[src/rtl/ay_bus_sequencer.sv]
`timescale 1ns/1ps
// ay_bus_sequencer
// Shares the TurboSound AY control bus (bdir/bc1/data) between the Z80 port
// decoder and a secondary register-write requester. In IDLE the CPU levels
// pass straight through and latch/chip-select cycles are snooped into shadow
// state. A requester write runs as an atomic sequence: select chip, latch
// register, write data, then restore the CPU's chip and latched register.
// While the sequence runs, the CPU is held off with WAIT.
//
// Optional feature macro: AYSEQ_SKIP_REDUNDANT_EN
//   defined   : SEL and RSEL are skipped when the requested chip equals the
//               shadow chip at accept time.
//   undefined : chip-select phases are always issued unless disable_turboay=1.
//
// Parameters:
//   PHASE_CYC        cycles each bus phase is driven (1..15), plus 1 gap cycle
// Ports:
//   clk              system clock
//   reset            asynchronous active-high reset
//   disable_turboay  second AY absent; no chip-select phases issued
//   cpu_bdir/cpu_bc1 CPU-side AY control levels
//   cpu_din[7:0]     CPU-side AY data
//   wait_n           Z80 WAIT, active low
//   req_valid        requester write pending
//   req_ready        request accepted when req_valid & req_ready
//   req_chip         1 = first AY, 0 = second AY
//   req_reg[3:0]     AY register number
//   req_data[7:0]    value to write
//   req_err          one-cycle pulse: request dropped
//   busy             sequence in progress
//   bdir/bc1/dout    to turbosound
//
// States:
//   IDLE   | CPU pass-through, snooping, accepts requests
//   SEL    | drive chip select for the captured chip
//   LATCH  | latch captured register number
//   WRITE  | write captured data
//   RSEL   | restore CPU's chip select (shadow_chip)
//   RLATCH | restore CPU's latched register (shadow_addr)

module ay_bus_sequencer #(
    parameter int unsigned PHASE_CYC = 2
) (
    input  logic       clk,
    input  logic       reset,
    input  logic       disable_turboay,
    input  logic       cpu_bdir,
    input  logic       cpu_bc1,
    input  logic [7:0] cpu_din,
    output logic       wait_n,
    input  logic       req_valid,
    output logic       req_ready,
    input  logic       req_chip,
    input  logic [3:0] req_reg,
    input  logic [7:0] req_data,
    output logic       req_err,
    output logic       busy,
    output logic       bdir,
    output logic       bc1,
    output logic [7:0] dout
);

    typedef enum logic [2:0] {
        ST_IDLE,
        ST_SEL,
        ST_LATCH,
        ST_WRITE,
        ST_RSEL,
        ST_RLATCH
    } state_t;

    localparam logic [3:0] GAP_CNT = 4'(PHASE_CYC);

    state_t     state, state_nx;
    logic [3:0] cnt;
    logic       shadow_chip;
    logic [7:0] shadow_addr;
    logic       cap_chip;
    logic [3:0] cap_reg;
    logic [7:0] cap_data;
    logic       skip_sel;
    logic       req_err_q;

    logic       accept;
    logic       drop;
    logic       skip_now;
    logic       gap;
    logic       drv_bdir;
    logic       drv_bc1;
    logic [7:0] drv_dout;

    assign req_err = req_err_q;

    always_comb begin
        req_ready = (state == ST_IDLE) & ~cpu_bdir & ~cpu_bc1 & ~reset;
        accept    = req_valid & req_ready;
        drop      = accept & disable_turboay & ~req_chip;
`ifdef AYSEQ_SKIP_REDUNDANT_EN
        skip_now  = disable_turboay | (req_chip == shadow_chip);
`else
        skip_now  = disable_turboay;
`endif
        // Last cycle of every phase is the idle gap.
        gap       = (cnt == GAP_CNT);

        state_nx  = state;
        drv_bdir  = 1'b0;
        drv_bc1   = 1'b0;
        drv_dout  = 8'h00;

        unique case (state)
            ST_IDLE: begin
                if (accept && !drop)
                    state_nx = skip_now ? ST_LATCH : ST_SEL;
            end
            ST_SEL: begin
                drv_bdir = 1'b1;
                drv_bc1  = 1'b1;
                drv_dout = {7'h7F, cap_chip};
                if (gap) state_nx = ST_LATCH;
            end
            ST_LATCH: begin
                drv_bdir = 1'b1;
                drv_bc1  = 1'b1;
                drv_dout = {4'h0, cap_reg};
                if (gap) state_nx = ST_WRITE;
            end
            ST_WRITE: begin
                drv_bdir = 1'b1;
                drv_bc1  = 1'b0;
                drv_dout = cap_data;
                if (gap) state_nx = skip_sel ? ST_RLATCH : ST_RSEL;
            end
            ST_RSEL: begin
                drv_bdir = 1'b1;
                drv_bc1  = 1'b1;
                drv_dout = {7'h7F, shadow_chip};
                if (gap) state_nx = ST_RLATCH;
            end
            ST_RLATCH: begin
                drv_bdir = 1'b1;
                drv_bc1  = 1'b1;
                drv_dout = shadow_addr;
                if (gap) state_nx = ST_IDLE;
            end
            default: state_nx = ST_IDLE;
        endcase

        if (state == ST_IDLE) begin
            bdir   = cpu_bdir;
            bc1    = cpu_bc1;
            dout   = cpu_din;
            busy   = 1'b0;
            wait_n = 1'b1;
        end else begin
            // dout stays on the phase value through the gap.
            bdir   = drv_bdir & ~gap;
            bc1    = drv_bc1 & ~gap;
            dout   = drv_dout;
            busy   = 1'b1;
            wait_n = ~(cpu_bdir | cpu_bc1);
        end
    end

    always_ff @(posedge clk or posedge reset) begin
        if (reset) begin
            state       <= ST_IDLE;
            cnt         <= 4'h0;
            shadow_chip <= 1'b1;
            shadow_addr <= 8'h00;
            cap_chip    <= 1'b0;
            cap_reg     <= 4'h0;
            cap_data    <= 8'h00;
            skip_sel    <= 1'b0;
            req_err_q   <= 1'b0;
        end else begin
            state     <= state_nx;
            req_err_q <= drop;

            if (state_nx != state)
                cnt <= 4'h0;
            else if (state != ST_IDLE)
                cnt <= cnt + 4'd1;

            if (state == ST_IDLE && cpu_bdir && cpu_bc1) begin
                if (cpu_din[7:1] == 7'h7F && !disable_turboay)
                    shadow_chip <= cpu_din[0];
                else
                    shadow_addr <= cpu_din;
            end

            if (accept) begin
                cap_chip <= req_chip;
                cap_reg  <= req_reg;
                cap_data <= req_data;
                skip_sel <= skip_now;
            end
        end
    end

endmodule

[config.mk]
export PLATFORM = sky130hd
export DESIGN_NAME = ay_bus_sequencer
export DESIGN_NICKNAME = d
export VERILOG_FILES = /design/src/rtl/ay_bus_sequencer.sv
export SDC_FILE = /design/constraint.sdc
export NUM_CORES = 1
export LEC_CHECK = 0
export CORE_MARGIN = 2
export CORE_UTILIZATION = 50
export CTS_CLUSTER_SIZE = 12
export DETAILED_ROUTE_END_ITERATION = 12
export PLACE_DENSITY = 0.82
export SLEW_MARGIN = 25
export SYNTH_ARGS = -nofsm -noshare
export SYNTH_HDL_FRONTEND = slang
export SYNTH_SLANG_ARGS = --single-unit
[constraint.sdc]
create_clock -name clk -period 2.4 [get_ports clk]
set_input_delay 0.24 -clock clk [delete_from_list [all_inputs] [get_ports clk]]
set_output_delay 0.24 -clock clk [all_outputs]
set_load 0.01 [all_outputs]
==> flow_summary.yaml <==
global_routing:
  grt_usage_pct: 23.0
  grt_pass1_wl_um: 7160
  antenna_found_initial: 0
  use_met1_pct: 28.1
  grt_use_met2_pct: 38.0
  overflow: 0
  globalRouteMet3Util_pct: 5.63
  grt-busiest-layer: "met2"
  grt_pass1_vias: 1511
  grt_start_max_net_pins: 22
final_layout:
  seq_area_sq_um: 781
  reg.largest.list: "cap_data x8, shadow_addr x8"
  area_growth_pct: 32.8
  antenna_cells: 0
  nets: 241
  nFillCells: 246
  drive_above_1_share_pct: 25.4
  final_cells: 259
  multi_input_area_sq_um: 930
critical_path:
  cp_max_fo: 8
  crit_required_ps: 2160
  r2r_slack_ps: 540
  crit_path_start_kind: "flop"
  critPathArrivalTime_ps: 2100
  endpoint_kind: "output port"
  critical_path_class: "flop to output port"
  crit_path_start: "state[2]$_DFF_PP0_"
  timing.rr.start: "cnt[0]$_DFFE_PP0P_"
  critPathCapture: "dout[0]"
  timing.rr.end: "cnt[3]$_DFFE_PP0P_"
  ff2ff_path_depth: 6
die:
  coreArea_sq_um: 3390
  dieWidth_um: 63.8
  dieArea_sq_um: 4070
  die_y_um: 63.8
  io_pins: 41
  core.rowCount: 21
  initial_core_util_pct: 52.8
power:
  p_per_area_nw_per_um2: 1230
  leakagePower_nw: 1.07
  ir_worst_vdd_uv: 744
outcome:
  status: "finished clean"
clock_network:
  path_clk_slew_ps: 90
  cts-root-buf: "clkbuf_4"
  clock-sinks: 31
  cts_tree: "yes"
  clockBufferDepth: 2
  clock_latency_ps: 350
  h-tree-depth: 2
  holdBufCountCts: 0
  numCtsBuffers: 5
placement:
  gp_congestion: 0.825
  pre_cts_ws_ps: 281
  hpwlAfterDp_um: 2990
  numPortBuffers: 40
  dp.cells: 249
synthesis:
  synth_ff_type: "dfrtp_1"
  synth_area_sq_um: 1790
  synth_edf_count: 0
  synth_common_cells: "30 x dfrtp_1, 15 x nor2_1, 13 x mux2_4, 13 x nand2_1, 9 x mux2_2"
  ys_types: 45
  synth.most_common_cell: "dfrtp_1"
  synthTopCellsByArea: "dfrtp_1 42%, mux2_4 11%, mux2_2 5.7%"
  yosysWarningCount: 0
  avgSynthCellArea_sq_um: 11.0
  yosysTopAreaCellShare_pct: 42.0
  synth.largest_area_cell: "dfrtp_1"
  yosysSeqAreaShare_pct: 43.5
  syn-instance-count: 162
  async_flop_share_pct: 100
  synth.net_count: 191
  ys_ff_latch: 31
sta:
  hold_viol: 0
  rsz0062_at_grt: "false"
  fin_ws_ps: 61.9
  relSlewSlack_pct: 71.8
  drv_slew: 0
  skew_ps: 17.4
  final.setup.tns_ps: 0
  period_share_pct: 97.4
  min_period_ps: 2340
  max_freq_mhz: 428
  hold_ws_ps: 267
  worst_pin_slew_ps: 423
  setup_violations: 0
route:
  wire_per_inst_um: 16.7
  ant_nets: 0
  num_vias: 1513
  totalWireLength_um: 4340
  dr.first_iter.drc_count: 62
  drc: 0
  vias_per_cell: 5.84
  detail_route.first_pass.iterations: 5
hold_path:
  holdCritPathClass: "input pin to asynchronous set/reset pin"
run:
  maxCapViolCount: 0
[cell type report]
class,instances,area share [%]
clock buffer,6,2.16
sequential,31,32.9
clock inverter,2,1.48
tap,46,2.42
timing repair buffer,52,20.8
inverter,7,1.11
multi-input combinational,115,39.1
[kinds of logic (layout without fill, tap and decap cells)]
family,Yosys count,in the layout,synth area share [%]
DFF,31,31,43.5
xor gates and xnor gates,3,3,1.47
muxes,24,24,18.4
AOI/OAI and AO/OA,42,42,16.9
and+or+nand+nor,44,44,13.6
buffers and inverters,16,67,4.69
adders and majority gates,2,2,1.40
[what timing repair did]
action / in CTS / in global routing
cloned: 0 / 0
buffers inserted: 0 / 2
resized for setup: 4 / 3
endpoints found under the setup margin: 10 / 8
[report_power, final]
part / internal, mW / leakage [nW] / switching, mW
combinational: 0.855 / 0.641 / 0.689
clock: 0.246 / 0.0482 / 0.189
sequential: 0.752 / 0.386 / 0.199
[worst max-delay path, stage by stage (launching register included)]
cell             delay [ps]
dfrtp_2                 480
mux4_2                  530
mux2_2                  280
clkdlybuf4s50_1         480
[layer usage]
metal | up-vias | share of wire, % | wire length (um)
met2 | 74 | 50 | 2160
li1 | 699 | - | -
met4 | 0 | 2.2 | 95
met1 | 729 | 41 | 1770
met5 | - | 0 | 0
met3 | 11 | 7.1 | 307
[stage by stage]
stage          power, mW  cell area (sq um)  utilization (%)
6_report            2.93               2370             70.1
5_1_grt             3.12               2370             70.1
4_1_cts             2.90               2350             69.4
3_5_place_dp        2.45               2260             66.8
3_3_place_gp        2.40               2260             66.8
2_1_floorplan       1.87               1790                -
[cell usage in the layout (no fill, tap or decap), types with 4 or more instances in the layout]
master,count
mux2_2,9
o21bai_1,4
a221oi_1,4
o21ai_0,7
dfrtp_1,27
a21oi_1,6
buf_4,12
clkdlybuf4s50_1,37
nor2_1,15
inv_1,6
clkbuf_4,5
nand2_1,12
mux2_4,13
[worst min path at each step]
stage | from | endpoint | cells after the start
2_1_floorplan | req_chip | req_err$_DFF_PP0_ | 1
3_3_place_gp | cap_data[0]$_DFFE_PP0N_ | cap_data[0]$_DFFE_PP0N_ | 1
3_5_place_dp | shadow_addr[0]$_DFFE_PP0P_ | shadow_addr[0]$_DFFE_PP0P_ | 1
4_1_cts | reset | req_err$_DFF_PP0_ | 2
5_1_grt | reset | skip_sel$_DFFE_PP0N_ | 2
6_report | reset | req_err$_DFF_PP0_ | 2
No activity file was read; power rests on OpenSTA's default activity.
